File: src/rtl/kmp_search_ctrl.sv
// kmp_search_ctrl: sequencer for the string-search datapath.
// It loads the pattern from a small ROM and builds the KMP prefix (LPS) table.
// It then scans the text ROM once, counting overlapping pattern occurrences.
// A mismatch falls back through the LPS table, so a text character is never fetched twice.
module kmp_search_ctrl #(
    parameter int TEXT_LEN = 11064,
    parameter int PAT_LEN  = 4,
    parameter int TXT_AW   = 14,
    parameter int PAT_AW   = 3,
    parameter int DATA_W   = 8,
    parameter int CNT_W    = 8
) (
    input  logic              clk,
    input  logic              rst,
    input  logic              start,
    output logic [PAT_AW-1:0] pat_addr,
    input  logic [DATA_W-1:0] pat_data,
    output logic [TXT_AW-1:0] txt_addr,
    input  logic [DATA_W-1:0] txt_data,
    output logic              busy,
    output logic              done,
    output logic [CNT_W-1:0]  instances,
    output logic [3:0]        state_dbg
);

    // Storage is sized for the largest legal pattern, so every index is exactly 3 bits wide.
    localparam int MAX_PAT = 8;
    localparam logic [2:0]        LAST_IDX  = 3'(PAT_LEN - 1);
    localparam logic [3:0]        LOAD_END  = 4'(PAT_LEN);
    localparam logic [TXT_AW-1:0] LAST_ADDR = TXT_AW'(TEXT_LEN - 1);

    typedef enum logic [3:0] {
        IDLE   = 4'd0,
        LOAD   = 4'd1,
        LPS    = 4'd2,
        S_ADDR = 4'd3,
        S_CMP  = 4'd4,
        DONE   = 4'd5
    } state_t;

    state_t state, state_next;

    logic [DATA_W-1:0] pat_reg [MAX_PAT];
    logic [2:0]        lps     [MAX_PAT];
    logic [3:0]        ld_cnt;
    logic [2:0]        i_idx;
    logic [2:0]        len;
    logic [2:0]        j;

    logic [2:0] cap_idx;
    logic       lps_eq;
    logic       lps_done;
    logic       cmp_match;
    logic       at_last_addr;
    logic       advance;

    assign cap_idx      = ld_cnt[2:0] - 3'd1;
    assign lps_eq       = (pat_reg[i_idx] == pat_reg[len]);
    assign lps_done     = (i_idx == LAST_IDX) && (lps_eq || (len == 3'd0));
    assign cmp_match    = (txt_data == pat_reg[j]);
    assign at_last_addr = (txt_addr == LAST_ADDR);
    assign advance      = cmp_match || (j == 3'd0);

    assign busy      = (state != IDLE) && (state != DONE);
    assign done      = (state == DONE);
    assign state_dbg = state;

    // State register.
    always_ff @(posedge clk or negedge rst) begin
        if (!rst) state <= IDLE;
        else      state <= state_next;
    end

    // Next-state selection; an unused encoding returns to IDLE.
    always_comb begin
        state_next = IDLE;
        case (state)
            IDLE, DONE: state_next = start ? LOAD : state;
            LOAD: begin
                if (ld_cnt == LOAD_END) state_next = (PAT_LEN == 1) ? S_ADDR : LPS;
                else                    state_next = LOAD;
            end
            LPS:    state_next = lps_done ? S_ADDR : LPS;
            S_ADDR: state_next = S_CMP;
            S_CMP: begin
                if (!advance)          state_next = S_CMP;
                else if (at_last_addr) state_next = DONE;
                else                   state_next = S_ADDR;
            end
            default: state_next = IDLE;
        endcase
    end

    // Datapath: pattern capture, LPS construction, text scan and the saturating counter.
    always_ff @(posedge clk or negedge rst) begin
        if (!rst) begin
            pat_addr  <= '0;
            txt_addr  <= '0;
            instances <= '0;
            ld_cnt    <= '0;
            i_idx     <= '0;
            len       <= '0;
            j         <= '0;
            for (int k = 0; k < MAX_PAT; k++) begin
                pat_reg[k] <= '0;
                lps[k]     <= '0;
            end
        end else begin
            case (state)
                IDLE, DONE: begin
                    if (start) begin
                        pat_addr  <= '0;
                        txt_addr  <= '0;
                        instances <= '0;
                        ld_cnt    <= '0;
                        j         <= '0;
                    end
                end
                LOAD: begin
                    pat_addr <= pat_addr + 1'b1;
                    ld_cnt   <= ld_cnt + 4'd1;
                    if (ld_cnt != 4'd0) pat_reg[cap_idx] <= pat_data;
                    if (ld_cnt == LOAD_END) begin
                        i_idx    <= 3'd1;
                        len      <= 3'd0;
                        lps[0]   <= 3'd0;
                        j        <= 3'd0;
                        txt_addr <= '0;
                    end
                end
                LPS: begin
                    if (lps_eq) begin
                        len        <= len + 3'd1;
                        lps[i_idx] <= len + 3'd1;
                        i_idx      <= i_idx + 3'd1;
                    end else if (len != 3'd0) begin
                        len <= lps[len - 3'd1];
                    end else begin
                        lps[i_idx] <= 3'd0;
                        i_idx      <= i_idx + 3'd1;
                    end
                    if (lps_done) begin
                        j        <= 3'd0;
                        txt_addr <= '0;
                    end
                end
                S_CMP: begin
                    if (cmp_match) begin
                        if (j == LAST_IDX) begin
                            if (instances != {CNT_W{1'b1}}) instances <= instances + 1'b1;
                            j <= lps[LAST_IDX];
                        end else begin
                            j <= j + 3'd1;
                        end
                        if (!at_last_addr) txt_addr <= txt_addr + 1'b1;
                    end else if (j != 3'd0) begin
                        j <= lps[j - 3'd1];
                    end else if (!at_last_addr) begin
                        txt_addr <= txt_addr + 1'b1;
                    end
                end
                default: begin
                end
            endcase
        end
    end

endmodule
File: config.mk
export PLATFORM = sky130hd
export DESIGN_NAME = kmp_search_ctrl
export DESIGN_NICKNAME = d
export VERILOG_FILES = /design/src/rtl/kmp_search_ctrl.sv
export SDC_FILE = /design/constraint.sdc
export NUM_CORES = 1
export LEC_CHECK = 0
export ABC_AREA = 1
export CORE_ASPECT_RATIO = 0.7
export CORE_MARGIN = 4
export CORE_UTILIZATION = 45
export CTS_BUF_LIST = sky130_fd_sc_hd__clkbuf_16
export DETAILED_ROUTE_END_ITERATION = 12
export HOLD_SLACK_MARGIN = 0.15
export MAX_ROUTING_LAYER = met4
export SLEW_MARGIN = 0
export SYNTH_ARGS = -nofsm -noshare
export SYNTH_HDL_FRONTEND = slang
export SYNTH_SLANG_ARGS = --single-unit
File: constraint.sdc
create_clock -name clk -period 4.1 [get_ports clk]
set_input_delay 1.23 -clock clk [delete_from_list [all_inputs] [get_ports clk]]
set_output_delay 1.23 -clock clk [all_outputs]
set_load 0.02 [all_outputs]
==> results.md <==
- First-pass GRT wire length: 43700 µm
- Most frequent cells in the layout: nand2_1 (485), o21ai_0 (136), inv_1 (128)
- Hold Crit Class: reg2reg
- Post-synth ARST share: 1.00
- # nets final: 1372
- Number of port buffers: 48
- Setup crit start kind: flop
- Final Skew: 7.61 ps
- CTS root buffer: clkbuf_16
- Remaining antenna violation count: 0
- Max Buffers Root-to-Sink: 2
- # hold bufs at CTS: 0
- PnR worst setup slack: 844 ps
- Crit-path max cell delay: 700 ps
- Die H: 125 µm
- Leak: 4.77 nW
- RSZ-0062 raised after global routing: false
- Worst setup EP type: output port
- Crit Path Category: reg2out
- R2R Path Start: i_idx[0]
- DRC: 0
- CP max stage cell: clkdlybuf4s50_1
- Mean routed wirelength per cell: 16.8 µm
- Period utilisation layout: 0.794
- Status: finished clean
- Worst-Margin Slew: 866 ps
- Number of global-route vias before repair: 7654
- Die footprint: 21800 µm²
- Register area share after synthesis: 0.369
- Via-to-Cell Ratio: 5.36
- Drt total wl: 27100 µm
- # IOs: 50
- Pre-CTS setup slack: 719 ps
- Headroom to the max-slew limit: 0.421
- Total GRT Usage: 0.261
- Top FF cell, synth: dfrtp_1
- P&R area growth vs syn: 13.0%
- CTS Buf Count: 17
- Core Region: 19000 µm²
- Worst setup startpoint: state_dbg[2]
- Synthesized area per cell: 6.64 µm²
- Final setup violation count: 0
- CP Data Required Time: 2870 ps
- Yosys reg bits: 129
- Number of clock sinks: 129
- Largest net degree at the start of global routing: 82
- Commonest non-fill, non-tap cell in the layout: nand2_1
- Synth Cell Area: 8740 µm²
- Initial core utilization: 0.461
- Worst skew pair latency: 430 ps
- TritonRoute pass-1 iters: 5
- Power Density: 606 nW/µm²
- R2r endpoint: txt_addr[2]
- Worst VDD drop: 0.000427 V
- FF-to-FF path depth: 17
- Inserted Diodes: 0
- End of the critical path: busy
- Grt ovf: 0
- Setup TNS: 0 ps
- Critical Path, Cell by Cell: inv_1 > o21ai_0 > clkdlybuf4s50_1
- Iteration-0 DRC count of the detailed router: 869
- H-tree levels: 4
- Setup slack, reg-to-reg: 860 ps
- Synth warn: 0
- Die width: 175 µm
- Vias: 8647
- RD Place Congestion: 0.945
- Max Cap Viol: 0
- Initial antenna violation count: 0
- Max Slew Vio Count: 0
- Syn_nets: 1350
- Netlist cell types: 38
- EDFF count, synth: 0
- Layout cells sized above 1: 0.0563
- # rows: 42
- Largest register FFs: 64
- CTS tree: built
- Post-detail-place hpwl: 18600 µm
- Final Hold Vio Count: 0
- CP arrival: 2030 ps
- Worst-path clk slew: 60 ps
- Post-CTS sizing: 0
- Post-Synthesis Cells: 1317
- Max Clk Rate: 0.307 GHz
- Crit path max fanout: 6
- Setup bufs post-CTS: 0
- Tmin final: 3260 ps
==> critical path: cells and delay by family, from the launching register on <==
family          cells  cell delay (ps)
flops               1              460
buf+inv             2              840
compound gates      1              300
==> per-stage QoR <==
stage	power [W]	instance area, µm²	hold slack [ps]	util	std cells
finish	0.00598	9880	486	0.521	1614
global route	0.00650	9880	509	0.521	1614
CTS	0.00596	9880	487	0.521	1614
detailed placement	0.00452	9350	474	0.493	1584
global placement	0.00450	9350	468	0.493	1584
floorplan	0.00382	8740	453	-	1317
==> cell usage after synthesis (5+ instances only) <==
cell type,number,area share
o21ai_1,21,0.012
nor3_1,8,0.0046
xor2_1,11,0.011
nor2_2,6,0.0043
buf_4,10,0.0086
o21ai_0,136,0.078
ha_1,14,0.020
nand2_1,485,0.21
buf_6,5,0.0064
clkbuf_1,20,0.0086
buf_2,23,0.013
xnor2_1,5,0.0050
nor2_4,7,0.0090
o21a_1,5,0.0043
nand3_1,113,0.065
a31oi_1,5,0.0036
o22ai_1,6,0.0043
a21oi_1,38,0.022
inv_1,125,0.054
nor2_1,68,0.029
inv_2,8,0.0034
o211ai_1,10,0.0086
nand2_2,5,0.0036
nand4_1,32,0.023
dfrtp_1,129,0.37
==> layout make-up <==
class,count,area [µm²]
clock buffer,17,425
tap,264,330
clock inverter,13,108
sequential,129,3230
multi-input combinational,996,4690
inverter,134,503
timing repair buffer,61,592
fill,1881,9090
==> layer usage <==
metal	track usage	part of all wire	vias up	routed length (µm)
met5	-	0	-	0
met4	0.0596	0.011	0	286
met3	0.0640	0.090	24	2450
met2	0.327	0.38	362	10200
met1	0.416	0.52	3948	14100
li1	-	-	4313	-
==> where the power goes <==
group | switching (W) | total [W] | leakage (nW) | internal [W]
clock network | 0.000549 | 0.00141 | 0.278 | 0.000865
logic | 0.00165 | 0.00248 | 2.84 | 0.000825
registers | 0.000423 | 0.00209 | 1.66 | 0.00167
total | 0.00262 | 0.00598 | 4.77 | 0.00336
==> kinds of logic (layout without fill, tap and decap cells) <==
kind of cell,Yosys count,in the layout,synth area share
and+or+nand+nor,741,741,0.365
xor gates and xnor gates,16,16,0.0160
buffers and inverters,192,225,0.0943
other,1,1,0.000429
adders and majority gates,14,14,0.0200
AOI/OAI and AO/OA,224,224,0.135
DFF,129,129,0.369
==> worst min-delay path by stage <==
stage	from	to	slack, ps	cells past startpoint
CTS	pat_reg[25]	pat_reg[25]	490	2
floorplan	pat_reg[19]	pat_reg[19]	450	2
global placement	pat_reg[7]	pat_reg[7]	470	2
detailed placement	pat_reg[25]	pat_reg[25]	470	2
global route	ld_cnt[3]	ld_cnt[3]	510	1
finish	pat_reg[61]	pat_reg[61]	490	2
(Power assumes the default switching activity.)
